<file path="src/rtl/pipe_types_pkg.sv">
// Shared types and constants for the elastic pipeline stage.
// Holds the stage state encoding, the default counter width and an occupancy decoder.
package pipe_types_pkg;

  localparam int unsigned CNT_W_DEF = 16;
  localparam int unsigned OCC_W     = 2;

  typedef enum logic [1:0] {
    EMPTY = 2'd0,
    HALF  = 2'd1,
    FULL  = 2'd2
  } stage_state_t;

  // Number of entries held in a given state
  function automatic logic [OCC_W-1:0] occ_of(input stage_state_t s);
    case (s)
      HALF:    occ_of = OCC_W'(1);
      FULL:    occ_of = OCC_W'(2);
      default: occ_of = OCC_W'(0);
    endcase
  endfunction

endpackage

</file>
<file path="src/rtl/elastic_pipe_stage_if.sv">
// Handshake, payload, flush and counter signals of the elastic pipeline stage.
// The master side feeds the stage; the slave side is the stage itself.
interface elastic_pipe_stage_if
  import pipe_types_pkg::*;
#(
  parameter int unsigned DATA_W = 64,
  parameter int unsigned CNT_W  = CNT_W_DEF
);

  logic              in_valid;
  logic              in_ready;
  logic [DATA_W-1:0] in_data;
  logic              flush;
  logic              out_valid;
  logic              out_ready;
  logic [DATA_W-1:0] out_data;
  logic [OCC_W-1:0]  occupancy;
  logic              cnt_clr;
  logic [CNT_W-1:0]  stall_cnt;
  logic [CNT_W-1:0]  bubble_cnt;

  modport master (
    output in_valid, in_data, flush, out_ready, cnt_clr,
    input  in_ready, out_valid, out_data, occupancy, stall_cnt, bubble_cnt
  );

  modport slave (
    input  in_valid, in_data, flush, out_ready, cnt_clr,
    output in_ready, out_valid, out_data, occupancy, stall_cnt, bubble_cnt
  );

endinterface

</file>
<file path="src/rtl/sat_counter.sv">
// Saturating up-counter with synchronous clear taking priority over increment.
module sat_counter #(
  parameter int unsigned W = 16
) (
  input  logic         clk,
  input  logic         rst,
  input  logic         inc,
  input  logic         clr,
  output logic [W-1:0] count
);

  always_ff @(posedge clk or posedge rst) begin
    if (rst) begin
      count <= '0;
    end else if (clr) begin
      count <= '0;
    end else if (inc && (count != {W{1'b1}})) begin
      count <= count + W'(1);
    end
  end

endmodule

</file>
<file path="src/rtl/elastic_pipe_stage.sv">
// Two-entry skid-buffer pipeline stage with flush and stall/bubble performance counters.
// All handshake outputs come straight from flops, so there is no in->out combinational path.
module elastic_pipe_stage
  import pipe_types_pkg::*;
#(
  parameter int unsigned       DATA_W  = 64,
  parameter logic [DATA_W-1:0] NOP_VAL = '0,
  parameter int unsigned       CNT_W   = CNT_W_DEF
) (
  input  logic                 CLK,
  input  logic                 RST,
  elastic_pipe_stage_if.slave  bus
);

  stage_state_t      state, state_nxt;
  logic [DATA_W-1:0] head, head_nxt;
  logic [DATA_W-1:0] skid, skid_nxt;
  logic              in_ready_q;
  logic              out_valid_q;
  logic [OCC_W-1:0]  occ_q;
  logic              push, pop;

  assign push = bus.in_valid & in_ready_q;
  assign pop  = out_valid_q & bus.out_ready;

  // State and payload registers; handshake flags are pre-decoded from the next state
  always_ff @(posedge CLK or posedge RST) begin
    if (RST) begin
      state       <= EMPTY;
      head        <= NOP_VAL;
      skid        <= NOP_VAL;
      in_ready_q  <= 1'b1;
      out_valid_q <= 1'b0;
      occ_q       <= '0;
    end else begin
      state       <= state_nxt;
      head        <= head_nxt;
      skid        <= skid_nxt;
      in_ready_q  <= (state_nxt != FULL);
      out_valid_q <= (state_nxt != EMPTY);
      occ_q       <= occ_of(state_nxt);
    end
  end

  // Next-state and payload movement; head returns to the bubble value whenever the stage drains
  always_comb begin
    state_nxt = state;
    head_nxt  = head;
    skid_nxt  = skid;
    if (bus.flush) begin
      state_nxt = EMPTY;
      head_nxt  = NOP_VAL;
      skid_nxt  = NOP_VAL;
    end else begin
      case (state)
        EMPTY: begin
          if (push) begin
            state_nxt = HALF;
            head_nxt  = bus.in_data;
          end
        end
        HALF: begin
          if (push && !pop) begin
            state_nxt = FULL;
            skid_nxt  = bus.in_data;
          end else if (pop && !push) begin
            state_nxt = EMPTY;
            head_nxt  = NOP_VAL;
          end else if (push && pop) begin
            head_nxt  = bus.in_data;
          end
        end
        FULL: begin
          if (pop) begin
            state_nxt = HALF;
            head_nxt  = skid;
          end
        end
        default: begin
          state_nxt = EMPTY;
          head_nxt  = NOP_VAL;
          skid_nxt  = NOP_VAL;
        end
      endcase
    end
  end

  assign bus.in_ready  = in_ready_q;
  assign bus.out_valid = out_valid_q;
  assign bus.out_data  = head;
  assign bus.occupancy = occ_q;

  sat_counter #(.W(CNT_W)) u_stall_cnt (
    .clk   (CLK),
    .rst   (RST),
    .inc   (out_valid_q & ~bus.out_ready),
    .clr   (bus.cnt_clr),
    .count (bus.stall_cnt)
  );

  sat_counter #(.W(CNT_W)) u_bubble_cnt (
    .clk   (CLK),
    .rst   (RST),
    .inc   (~out_valid_q & bus.out_ready),
    .clr   (bus.cnt_clr),
    .count (bus.bubble_cnt)
  );

endmodule

</file>
<file path="src/flat_wrapper.sv">
// flat-port wrapper written by rule: the top's interface ports become plain ports
module elastic_pipe_stage_flat import pipe_types_pkg::*;
#(
  parameter int unsigned       DATA_W  = 64,
  parameter logic [DATA_W-1:0] NOP_VAL = '0,
  parameter int unsigned       CNT_W   = CNT_W_DEF
)
  (CLK, RST, bus_in_valid, bus_in_data, bus_flush, bus_out_ready, bus_cnt_clr, bus_in_ready, bus_out_valid, bus_out_data, bus_occupancy, bus_stall_cnt, bus_bubble_cnt);
  elastic_pipe_stage_if #(.DATA_W(DATA_W), .CNT_W(CNT_W)) bus_i ();
  input  logic CLK;
  input  logic RST;
  input wire logic [$bits(bus_i.in_valid)-1:0] bus_in_valid;
  input wire logic [$bits(bus_i.in_data)-1:0] bus_in_data;
  input wire logic [$bits(bus_i.flush)-1:0] bus_flush;
  input wire logic [$bits(bus_i.out_ready)-1:0] bus_out_ready;
  input wire logic [$bits(bus_i.cnt_clr)-1:0] bus_cnt_clr;
  output wire logic [$bits(bus_i.in_ready)-1:0] bus_in_ready;
  output wire logic [$bits(bus_i.out_valid)-1:0] bus_out_valid;
  output wire logic [$bits(bus_i.out_data)-1:0] bus_out_data;
  output wire logic [$bits(bus_i.occupancy)-1:0] bus_occupancy;
  output wire logic [$bits(bus_i.stall_cnt)-1:0] bus_stall_cnt;
  output wire logic [$bits(bus_i.bubble_cnt)-1:0] bus_bubble_cnt;
  assign bus_i.in_valid = bus_in_valid;
  assign bus_i.in_data = bus_in_data;
  assign bus_i.flush = bus_flush;
  assign bus_i.out_ready = bus_out_ready;
  assign bus_i.cnt_clr = bus_cnt_clr;
  assign bus_in_ready = bus_i.in_ready;
  assign bus_out_valid = bus_i.out_valid;
  assign bus_out_data = bus_i.out_data;
  assign bus_occupancy = bus_i.occupancy;
  assign bus_stall_cnt = bus_i.stall_cnt;
  assign bus_bubble_cnt = bus_i.bubble_cnt;
  elastic_pipe_stage #(.DATA_W(DATA_W), .NOP_VAL(NOP_VAL), .CNT_W(CNT_W)) u_core (.CLK(CLK), .RST(RST), .bus(bus_i));
endmodule
</file>
<file path="config.mk">
export PLATFORM = sky130hd
export DESIGN_NAME = elastic_pipe_stage_flat
export DESIGN_NICKNAME = d
export VERILOG_FILES = /design/src/rtl/pipe_types_pkg.sv /design/src/rtl/elastic_pipe_stage_if.sv /design/src/rtl/sat_counter.sv /design/src/rtl/elastic_pipe_stage.sv /design/src/flat_wrapper.sv
export SDC_FILE = /design/constraint.sdc
export NUM_CORES = 1
export LEC_CHECK = 0
export CAP_MARGIN = 20
export CORE_MARGIN = 4
export CORE_UTILIZATION = 51
export CTS_CLUSTER_DIAMETER = 40
export DETAILED_ROUTE_END_ITERATION = 7
export GPL_TIMING_DRIVEN = 0
export PLACE_DENSITY_LB_ADDON = 0.3
export SLEW_MARGIN = 20
export SYNTH_ARGS = -nofsm -noshare
export SYNTH_HDL_FRONTEND = slang
export SYNTH_SLANG_ARGS = --single-unit
</file>
<file path="constraint.sdc">
create_clock -name CLK -period 8.01 [get_ports CLK]
set_input_delay 1.602 -clock CLK [delete_from_list [all_inputs] [get_ports CLK]]
set_output_delay 1.602 -clock CLK [all_outputs]
set_load 0.02 [all_outputs]
</file>
# After elaboration in Yosys (flattened, before gate mapping)
# Cells that the tools add are included.
# Widths: inputs -> output; s select.
[word_totals] reg_bits=166 latchBits=0 ramBits=0 rom_bits=0 mem_count=0
[classes] n_addsub=2 n_mul=0 div_mod_pow=0 order_cmp=0 n_eq_ne=13 n_shift=0 mux=21 n_bitwise=6 n_reduce_logical=14
[ops] operator="$mux 64" n=8
[ops] operator="$pmux 64 s3" n=1
[ops] operator="$pmux 64 s2" n=1
[ops] operator="$mux 16" n=4
[ops] operator="$add 16x1->16 const B" n=2
[ops] operator="$ne 16x16->1 const B" n=2
[ops] operator="$mux 2" n=5
[ops] operator="$ne 3x2->1 const B" n=3
[ops] operator="$pmux 2 s3" n=1
[ops] operator="$reduce_bool 2->1" n=3
[ops] operator="$logic_and 1x1->1" n=5
[ops] operator="$and 1x1->1" n=4
[ops] operator="$eq 2x1->1 const B" n=2
[ops] operator="$eq 2x2->1 const B" n=2
[ops] operator="$ne 4x2->1 const B" n=1
[ops] operator="$pmux 2 s2" n=1
[ops] operator="$reduce_and 4->1" n=1
[ops] operator="$ne 3x3->1 const B" n=1
[ops] operator="$logic_not 1->1" n=2
[ops] operator="$logic_not 2->1" n=1
[ops] operator="$ne 2x1->1 const B" n=1
[ops] operator="$ne 2x2->1 const B" n=1
[ops] operator="$not 1->1" n=2
[ops] operator="$reduce_and 2->1" n=1
[ops] operator="$reduce_or 2->1" n=1

# Longest topological paths before layout
[depth] word_depth=9 mapped_depth=7 depth_no_buf=5

# By module
# From an unflattened synthesis, not the netlist that was laid out.
[hier_totals] hier_cells=934 area_unflattened_um2=9181.3
[by_module_without_submodules] mod="elastic_pipe_stage" instances=1 cells_each=732 area_each_um2=7317.0 seq_area_each_um2=3354.5
[by_module_without_submodules] mod="sat_counter" instances=2 cells_each=101 area_each_um2=932.1 seq_area_each_um2=400.4

# Worst setup path after synthesis
# OpenSTA, ideal clock, no wires.
[synth_timing] kind="input to register" from="in bus_out_ready" to="reg u_core.u_stall_cnt.count[13]" arrival_time_ns=2.713 required_ns=7.885 setup_slack_ns=5.172 path_stages=5 path_buffers=1 cell_sequence="and2b_1 > nand3_1 > buf_2 > nor4_1 > mux2_2"
[synth_between] elab_chain_cells=4
[synth_lines] element="from (decl)" line="flat_wrapper.sv:15" source="input wire logic [$bits(bus_i.out_ready)-1:0] bus_out_ready;"
[synth_lines] element="$not 1->1" line="elastic_pipe_stage.sv:96" source=".inc (out_valid_q & ~bus.out_ready),"
[synth_lines] element="$and 1x1->1" line="elastic_pipe_stage.sv:96"
[synth_lines] element="$logic_and 1x1->1" line="sat_counter.sv:17" source="end else if (inc && (count != {W{1'b1}})) begin"
[synth_lines] element="$reduce_bool 2->1 (no line)"
[synth_lines] element="to (signal assigned)" line="sat_counter.sv:18" source="count <= count + W'(1);"
[synth_lines] element="to (decl)" line="sat_counter.sv:9" source="output logic [W-1:0] count"
# Every way passes these cells.
# A chain may end at the register's enable or synchronous reset.

# Worst setup path after layout
[layout_timing] from="in bus_out_ready" to="reg u_core.head[47], in the netlist u_core.bus.out_data[47]"
[layout_between] elab_chain_cells=6 elab_cells_between_ends=13 classes_between="eq/ne: 3; mux: 4; bitwise: 1; reduce/logical: 5"
[layout_lines] element="$and 1x1->1 (*)" line="elastic_pipe_stage.sv:24" source="assign pop = out_valid_q & bus.out_ready;"
[layout_lines] element="$logic_and 1x1->1" line="elastic_pipe_stage.sv:66" source="end else if (pop && !push) begin"
[layout_lines] element="$mux 64" line="elastic_pipe_stage.sv:66"
[layout_lines] element="$mux 64" line="elastic_pipe_stage.sv:63" source="if (push && !pop) begin"
[layout_lines] element="$pmux 64 s3" line="elastic_pipe_stage.sv:55" source="case (state)"
[layout_lines] element="$mux 64" line="elastic_pipe_stage.sv:50" source="if (bus.flush) begin"
[layout_lines] element="to (signal assigned)" line="elastic_pipe_stage.sv:37" source="head <= head_nxt;"
[layout_lines] element="to (decl)" line="elastic_pipe_stage.sv:16" source="logic [DATA_W-1:0] head, head_nxt;"
# Every way passes the cells marked *; elsewhere a longest branch is shown, timed or not. The select of a mux whose other input is x is not followed.

==> summary.txt <==
met3 Use GR -> 0.0695
clock slew at reported path FFs -> 0.06 ns
row count -> 44
WP data required -> 8.35 ns
worst-margin pin slew -> 0.821 ns
Yosys cell types -> 53
Initial Util -> 0.526
remaining antenna violation count -> 0
CTS max path bufs -> 2
Cell Pwr Density -> 215 nW/um^2
total clock sinks -> 166
sequential area share after synthesis -> 0.539
CTS Root Cell -> clkbuf_16
CTS tree -> yes
Post-CTS Resized -> 0
RSZ-0062 raised after global routing -> no
leading register cell type out of synthesis -> dfrtp_1
Post-synth EDFFs -> 0
global routing usage on met2 -> 0.365
first-pass iteration count of the detailed router -> 5
synthesized flop and latch total -> 166
multi-input logic area -> 3020 sq um
Reg area -> 4160 sq um
# fillers -> 1055
grt peak-use layer -> met2
Die W -> 131 um
area growth from synthesis to layout -> 33.0%
number of global-route vias before repair -> 6342
nets -> 976
Hold Buf Count CTS -> 0
crit end category -> flop
final slew viol count -> 0
Via density -> 5.71
H-tree levels -> 4
Tmin final -> 3.27 ns
syn_area_per_cell -> 10.8 sq um
diode count -> 0
hpwl dp -> 13.4 mm
core footprint -> 14600 sq um
grt total ovfl -> 0
Die Area -> 17100 sq um
Placed Area -> 9670 sq um
GRT met1 Usage -> 0.318
Ports -> 170
max_cap viols -> 0
post-CTS setup buffer count -> 0
Post-Syn Instances -> 716
maximum vdd drop -> 0.000159 V
first-pass GRT wire length -> 31.8 mm
gr usage total -> 0.233
Final Instance Area -> 10200 sq um
Tightest Hold Check Type -> reg2reg
initial antenna violation count -> 0
Pleak -> 4.45 nW
Placer Congestion -> 0.814
DRC errors left -> 0
setup violators final -> 0
main area contributors after synthesis -> dfrtp_1, mux2i_1, o2bb2ai_1
post-synth top area share -> 0.536
Synth warnings -> 0
WS Path Type -> in2reg
Die H -> 131 um
Hold Vio Cnt, Final -> 0
CP max FO -> 10
DRT Wirelength -> 19.4 mm
Synth Cell Area -> 7710 sq um
Synth area leader -> dfrtp_1
share of layout cells above drive strength 1 -> 0.0829
r2r setup slk -> 5.86 ns
kind of start point of the critical path -> input pin
worst endpoint data arrival time -> 3.61 ns
fmax -> 0.306 GHz
Synth async-reset ratio -> 1.00
status -> finished, final reports clean
skew final -> 0.0116 ns
DR iter-0 viols -> 413
Hold Worst Slack -> 0.485 ns
Synth Net Count -> 788
largest net degree at the start of global routing -> 105
final period utilization -> 0.408
Slew HR -> 0.451
vias -> 6282
total CTS buffers -> 17
clk_lat worst skew -> 0.43 ns
Routed WL per cell -> 17.6 um
port bufs -> 167
synth_stat cells (all sizes together), types with 6 or more instances:
| library cell | number |
|---|---|
| a21oi | 22 |
| inv | 70 |
| dfrtp | 165 |
| buf | 35 |
| o21ai | 9 |
| and3 | 6 |
| nand2 | 79 |
| mux2i | 66 |
| nand4 | 10 |
| o31ai | 10 |
| o2bb2ai | 64 |
| nand3 | 8 |
| or3 | 8 |
| nor2 | 15 |
| clkbuf | 18 |
| or4 | 11 |
| mux2 | 6 |
| a22oi | 65 |
| nor2b | 7 |
sequential cells by signal, indices dropped and copies added, names as in the netlist:
signal	flops
u_core.bus.in_ready	1
u_core.bus.occupancy	2
u_core.bus.out_data	64
u_core.bus.out_valid	1
u_core.skid	64
u_core.state	2
u_core.u_bubble_cnt.count	16
u_core.u_stall_cnt.count	16
metal layers:
metal / wire [um] / vias up
li1: - / 2949
met1: 8510 / 3086
met2: 9240 / 227
met3: 1370 / 20
met4: 240 / 0
met5: 0 / -
layout make-up:
class                   count  area share
plain buffers              53      0.0261
clock buffers              19      0.0442
clock inverters            13      0.0122
inverters                  70      0.0264
multi-input cells         427       0.295
flip-flops and latches    166       0.405
well taps                 184      0.0225
repair buffers            169       0.168
kinds of logic (layout without fill, tap and decap cells):
group,after synthesis,after routing,share of synthesized area
AO/OA/AOI/OAI,185,185,0.184
XOR/XNOR,3,3,0.00341
adder cells (fa/ha/maj),2,2,0.00325
buffers and inverters,123,324,0.0688
flip-flops,166,166,0.539
multiplexers,72,72,0.0945
AND/OR/NAND/NOR,165,165,0.107
placed cells by master, fill, tap and decap left out, drive strengths merged, types with 2 or more instances in the layout:
cell | Yosys | routed
and3 | 6 | 6
or2 | 2 | 2
nor3 | 2 | 2
nor2b | 7 | 7
and2b | 2 | 2
buf | 35 | 37
nand2b | 2 | 2
nand2 | 79 | 79
dfrtp | 165 | 165
xor2 | 3 | 3
and2 | 3 | 3
nand3 | 8 | 8
clkbuf | 18 | 37
clkinv | 0 | 5
mux2 | 6 | 6
o21ai | 9 | 9
clkdlybuf4s50 | 0 | 167
nand4 | 10 | 10
o2bb2ai | 64 | 64
a22oi | 65 | 65
a21oi | 22 | 22
nor4 | 4 | 4
ha | 2 | 2
and4 | 2 | 2
o41ai | 3 | 3
o21bai | 2 | 2
clkinvlp | 0 | 5
inv | 70 | 72
or4 | 11 | 11
mux2i | 66 | 66
or3 | 8 | 8
nor2 | 15 | 15
o31ai | 10 | 10
metrics by stage:
| step | setup WS (ns) | cells | power (mW) | utilization | TNS, ns |
|---|---|---|---|---|---|
| after detailed placement | 4.33 | 1069 | 1.43 | 0.660 | 0 |
| after CTS | 4.77 | 1101 | 2.23 | 0.700 | 0 |
| after global routing | 4.66 | 1101 | 2.31 | 0.700 | 0 |
| after global placement | -0.410 | 1067 | 1.42 | 0.656 | -65.91 |
| final | 4.74 | 1101 | 2.21 | 0.700 | 0 |
| after floorplan | 1.92 | 716 | 1.22 | - | 0 |
worst paths after layout:
path | start | cells past startpoint | to
worst max register to register | u_core.u_bubble_cnt.count[0] | 7 | u_core.u_bubble_cnt.count[1]
max in group asynchronous | RST | 4 | u_core.bus.in_ready
worst min register to register | u_core.bus.out_data[15] | 1 | u_core.bus.out_data[15]
worst min-delay path | u_core.bus.out_data[15] | 1 | u_core.bus.out_data[15]
min in group asynchronous | RST | 3 | u_core.u_bubble_cnt.count[0]
worst max-delay path | bus_out_ready | 7 | u_core.bus.out_data[47]
worst max-delay path: stages:
cell and delay, ns:
clkdlybuf4s50_1 0.50, and2_0 0.17, buf_2 0.14, a31oi_2 0.53, buf_2 0.34, a22oi_1 0.10, o2bb2ai_1 0.20
report_power, final:
group / internal [mW] / switching [mW] / total [mW]
logic: 0.201 / 0.258 / 0.459
registers: 0.909 / 0.0434 / 0.953
clock network: 0.447 / 0.349 / 0.796
Power figures use the tool's default switching activity.
